[src/rtl/ula_arbitro.sv]
`default_nettype none
// ula_arbitro: round-robin two-client arbiter/sequencer for the shared ULA_8b.
// Grants one client, drives registered ALU inputs, captures the result one cycle later.
module ula_arbitro #(
  parameter int N  = 8,
  parameter int NF = 4
) (
  input  logic          clk,
  input  logic          rst_n,
  input  logic          req0,
  input  logic          req1,
  input  logic [N-1:0]  A0,
  input  logic [N-1:0]  B0,
  input  logic [N-1:0]  A1,
  input  logic [N-1:0]  B1,
  input  logic [1:0]    op0,
  input  logic [1:0]    op1,
  output logic          ack0,
  output logic          ack1,
  output logic          done0,
  output logic          done1,
  output logic [N-1:0]  res0,
  output logic [N-1:0]  res1,
  output logic [NF-1:0] flg0,
  output logic [NF-1:0] flg1,
  output logic [N-1:0]  ula_A,
  output logic [N-1:0]  ula_B,
  output logic          ula_x,
  output logic          ula_y,
  input  logic [N-1:0]  ula_saida,
  input  logic [NF-1:0] ula_flag
);

  typedef enum logic [0:0] {
    IDLE = 1'b0,
    EXEC = 1'b1
  } state_t;

  state_t          state_q;
  logic            ultimo_q;
  logic            sel_q;
  logic [1:0]      ack_q;
  logic [1:0]      done_q;
  logic [N-1:0]    res0_q;
  logic [N-1:0]    res1_q;
  logic [NF-1:0]   flg0_q;
  logic [NF-1:0]   flg1_q;
  logic [N-1:0]    ula_A_q;
  logic [N-1:0]    ula_B_q;
  logic [1:0]      ula_op_q;

  logic            grant_any_d;
  logic            grant_idx_d;

  // On a tie the client that was not served last wins.
  always_comb begin
    grant_any_d = req0 | req1;
    grant_idx_d = (req0 && req1) ? ~ultimo_q : req1;
  end

  always_ff @(posedge clk or negedge rst_n) begin
    if (!rst_n) begin
      state_q  <= IDLE;
      ultimo_q <= 1'b1;
      sel_q    <= 1'b0;
      ack_q    <= 2'b00;
      done_q   <= 2'b00;
      res0_q   <= '0;
      res1_q   <= '0;
      flg0_q   <= '0;
      flg1_q   <= '0;
      ula_A_q  <= '0;
      ula_B_q  <= '0;
      ula_op_q <= 2'b00;
    end else begin
      case (state_q)
        IDLE: begin
          done_q <= 2'b00;
          ack_q  <= 2'b00;
          if (grant_any_d) begin
            ula_A_q  <= grant_idx_d ? A1 : A0;
            ula_B_q  <= grant_idx_d ? B1 : B0;
            ula_op_q <= grant_idx_d ? op1 : op0;
            ack_q    <= grant_idx_d ? 2'b10 : 2'b01;
            ultimo_q <= grant_idx_d;
            sel_q    <= grant_idx_d;
            state_q  <= EXEC;
          end
        end
        EXEC: begin
          if (sel_q) begin
            res1_q <= ula_saida;
            flg1_q <= ula_flag;
          end else begin
            res0_q <= ula_saida;
            flg0_q <= ula_flag;
          end
          done_q  <= sel_q ? 2'b10 : 2'b01;
          ack_q   <= 2'b00;
          state_q <= IDLE;
        end
        default: state_q <= IDLE;
      endcase
    end
  end

  assign ack0  = ack_q[0];
  assign ack1  = ack_q[1];
  assign done0 = done_q[0];
  assign done1 = done_q[1];
  assign res0  = res0_q;
  assign res1  = res1_q;
  assign flg0  = flg0_q;
  assign flg1  = flg1_q;
  assign ula_A = ula_A_q;
  assign ula_B = ula_B_q;
  assign ula_x = ula_op_q[1];
  assign ula_y = ula_op_q[0];

endmodule
`default_nettype wire

[config.mk]
export PLATFORM = sky130hd
export DESIGN_NAME = ula_arbitro
export DESIGN_NICKNAME = d
export VERILOG_FILES = /design/src/rtl/ula_arbitro.sv
export SDC_FILE = /design/constraint.sdc
export NUM_CORES = 1
export LEC_CHECK = 0
export BUFFER_PORTS_ARGS = -buffer_cell sky130_fd_sc_hd__buf_2
export CORE_ASPECT_RATIO = 0.9
export CORE_MARGIN = 2
export CORE_UTILIZATION = 45
export CTS_CLUSTER_DIAMETER = 60
export DETAILED_ROUTE_END_ITERATION = 6
export GPL_TIMING_DRIVEN = 0
export PLACE_DENSITY = 0.79
export SETUP_SLACK_MARGIN = 0.5
export SYNTH_ARGS = -nofsm -noshare
export SYNTH_HDL_FRONTEND = slang
export SYNTH_SLANG_ARGS = --single-unit
[constraint.sdc]
create_clock -name clk -period 1.7 [get_ports clk]
set_input_delay 0.34 -clock clk [delete_from_list [all_inputs] [get_ports clk]]
set_output_delay 0.34 -clock clk [all_outputs]
set_load 0.03 [all_outputs]
## Word level (Yosys, flattened, before mapping)

Index checks and enable logic that the tools add are counted.

| word-level totals | value |
|---|---|
| register bits | 49 |
| output and inout port bits | 46 |

| operators by class | value |
|---|---|
| mux-type cells | 11 |
| bitwise operators | 4 |
| reduce and logical (&&, ||, !) cells | 4 |

Operator list:

| cell | number |
|---|---|
| 8-bit 2-to-1 mux | 2 |
| 2-bit 2-to-1 mux | 4 |
| 2-bit one-hot mux with 2 select lines | 2 |
| 2-bit AND reduction | 3 |
| 1-bit NOT | 3 |
| 1-bit 2-to-1 mux | 2 |
| 1-bit one-hot mux with 2 select lines | 1 |
| 1-bit logical AND | 1 |
| 1-bit bitwise OR | 1 |

## Logic depth before layout (Yosys ltp)

| depth | value |
|---|---|
| depth in word-level cells | 5 |
| gate-level depth with buffers | 5 |
| gate-level depth less buffers | 4 |

## Worst setup path after synthesis

No wires, ideal clock.

| timing | value |
|---|---|
| path type | register to register |
| start point | reg ultimo_q |
| end point | reg ula_A_q[0] (netlist: ula_A[0]) |
| library setup time | 0.126 ns |
| arrival | 1.200 ns |
| required time | 1.574 ns |
| slack | 0.374 ns |
| stages on the path, launching flop included | 5 |
| path buffers | 1 |
| cell sequence | dfstp_2 -> a21bo_2 -> nor2_2 -> buf_4 -> a221o_1 |

| on the way | value |
|---|---|
| cells in the longest elaborated chain, start to end | 3 |

RTL lines:

| item | RTL line | source |
|---|---|---|
| start: declaration | 40 | `logic ultimo_q;` |
| start signal: assignment | 85 | `ultimo_q <= grant_idx_d;` |
| 1-bit NOT | 58 | `grant_idx_d = (req0 && req1) ? ~ultimo_q : req1;` |
| 1-bit 2-to-1 mux | 58 |  |
| 8-bit 2-to-1 mux | 81 | `ula_A_q <= grant_idx_d ? A1 : A0;` |
| end signal: assignment | 81 |  |
| end: declaration | 48 | `logic [N-1:0] ula_A_q;` |

Every way passes these cells.
A chain may end at the register's enable or synchronous reset.

## Final worst setup path

| timing | value |
|---|---|
| start point | reg ultimo_q |
| end point | reg ula_A_q[3] (netlist: ula_A[3]) |

Same word-level chain as after synthesis.

==> impl_metrics.tcl <==
set metrics [dict create \
    outcome "finished clean" \
    vias_per_cell 5.16 \
    htreeDepth 2 \
    critPathLaunchType "flip-flop" \
    fillCellCount 267 \
    final_common_cell "buf_6" \
    cp_num_buf_inv 1 \
    p_leak_uw 0.00156 \
    path_cells "a21bo_4 > nor2_4 > buf_6 > a221o_1" \
    clk_pin_slew_worst_paths_ns 0.10 \
    cp_slowest_cell "dfstp_2" \
    grt_usage_pct 20.1 \
    dr.pass1.iters 5 \
    drt_iter0_markers 56 \
    synth_cell_types 20 \
    cp.arrival_ns 1.53 \
    grt_pass1_vias 1624 \
    gp_congestion 0.727 \
    die_w_um 72.7 \
    synth-seq-cells 49 \
    rsz0062_at_grt "true" \
    ys_seq_area_share_pct 64.2 \
    postRouteAntennaNets 0 \
    p_total_uw 4870 \
    finalClockSkew_ns 0.0107 \
    fin_crit_ns 1.36 \
    final_cell_mix "54 x buf_6, 51 x buf_2, 48 x dfrtp_1" \
    slew_headroom_pct 29.7 \
    worstMarginPinSlew_ns 1.05 \
    ios 98 \
    area_growth_pct 65.7 \
    nets 316 \
    fmax_ghz 0.737 \
    worstPathMaxFanout 7 \
    cts.sinks 49 \
    synth-adder-area-share_pct 0 \
    critPathTopFamily "flip-flops" \
    die_y_um 65.9 \
    grt_pass1_wl_um 7360 \
    rows 22 \
    grt_max_degree 50 \
    die_area_mm2 0.00479 \
    worstPathRequired_ns 1.87 \
    synth_nets 186 \
    via_count 1615 \
    syn_avg_cell_area_um2 14.3 \
    fp.coreArea_mm2 0.00407 \
    synthMuxAreaShare_pct 14.1 \
    insertion_delay_ns 0.29 \
    synth_xor_area_share_pct 0 \
    cts_buffers 5 \
    finalHoldViolations 0 \
    totalWireLength_um 4880 \
    synthCells 134 \
    crit_type "reg2reg" \
    grt.overflow.total 0 \
    antenna_cells 0 \
    start_util_pct 47.0 \
    end_kind "flip-flop" \
    synth_top_family_by_area "multiplexers" \
    max_cap_viol_count 0 \
    critPathMaxStageDelay_ns 0.60 \
    setup_tns_ns 0 \
    synth_compound_area_share_pct 11.9 \
    synth_warnings 0 \
    ir_drop_mv 0.727 \
    setup_slack_ns 0.344 \
    drive_gt1_share_pct 67.5 \
    drc 0 \
    cts_buffer_depth 2 \
    cts_tree "built" \
    synth-simple-area-share_pct 7.13 \
    slew_viol_final 0 \
    holdWs_ns 0.222 \
    p_per_area_mw_per_mm2 1540 \
    hpwl_um 3010 \
    dp_cells 279 \
    ctsRootBufferMaster "clkbuf_8" \
    wl_per_cell_um 15.6 \
    syn-cell-area_mm2 0.00191 \
    setup_viol 0 \
    io_buffer_count 97 \
    layout.cells.non_filler 313 \
    min_period_over_period_pct 79.8 \
    dp_slack_ns 0.196 \
    holdCritPathClass "in2async" \
    antenna_found_initial 0 \
]
[path summary, 6_finish.rpt]
path / depth (start not counted) / slack [ns] / start / to
worst max-delay path: 4 / 0.34 / ultimo_q$_DFFE_PN1P_ / ula_A[3]$_DFFE_PN0P_
worst min-delay path: 1 / 0.22 / rst_n / done_q[1]$_DFF_PN0_
worst max register to register: 4 / 0.34 / ultimo_q$_DFFE_PN1P_ / ula_A[3]$_DFFE_PN0P_
worst min register to register: 1 / 0.54 / flg0[0]$_DFFE_PN0P_ / flg0[0]$_DFFE_PN0P_
max in group asynchronous: 1 / 0.82 / rst_n / ula_A[5]$_DFFE_PN0P_
min in group clk: 2 / 0.27 / B1[3] / ula_B[3]$_DFFE_PN0P_
[what timing repair did]
item / in CTS / in global routing
cloned: 3 / 1
resized for setup: 60 / 69
endpoints found under the setup margin: 69 / 89
hold buffers: 0 / 0
pin swaps: 6 / 2
setup buffers: 13 / 9
[through the flow]
stage	util, %	instance area, um2
after floorplan	-	1970
after global placement	61.6	2510
after detailed placement	61.6	2510
after CTS	71.5	2910
after global routing	77.8	3170
final	77.8	3170
[state kept, by name, indices dropped and copies added (netlist names)]
register,count
flg0,4
state_q,1
ula_op_q,2
ula_A,8
res1,8
ack_q,2
ultimo_q,1
res0,8
ula_B,8
sel_q,1
done_q,2
flg1,4
[cell usage after synthesis (all sizes together)]
cell,n,area [um2]
mux2,24,270
a21boi,1,11.3
and2,15,93.8
a21oi,7,35.0
a31oi,1,6.26
o21bai,1,7.51
buf,5,36.3
a21o,1,7.51
dfstp,1,26.3
inv,3,11.3
dfrtp,48,1200
clkbuf,1,3.75
a221o,15,150
nor2,6,27.5
nand2,4,15.0
a21bo,1,10.0
[cell type report]
class	instances	area, um2	share of cell area, %
inverters	3	11.3	0.355
well taps	48	60.1	1.89
repair buffers	123	998	31.5
multi-input cells	76	711	22.4
clock inverters	3	21.3	0.671
clock buffers	5	68.8	2.17
plain buffers	6	71.3	2.25
flip-flops and latches	49	1230	38.7
[power by group]
group,leakage [uW],switching [uW],internal (uW)
clock network,0.0000445,385,292
registers,0.000583,272,1530
logic,0.000932,1180,1220
total,0.00156,1830,3040
[cell families after synthesis]
family	count (synthesis)
buf+inv	9
flops	49
mux	24
compound gates	27
simple gates	25
[metal layers]
metal / GRT usage [%] / part of all wire (%) / vias up
met4: 6.02 / 1.3 / 0
li1: - / - / 742
met1: 25.1 / 39 / 790
met2: 34.1 / 53 / 75
met5: 0 / 0 / -
met3: 5.79 / 7.4 / 8
(Power assumes the default switching activity.)
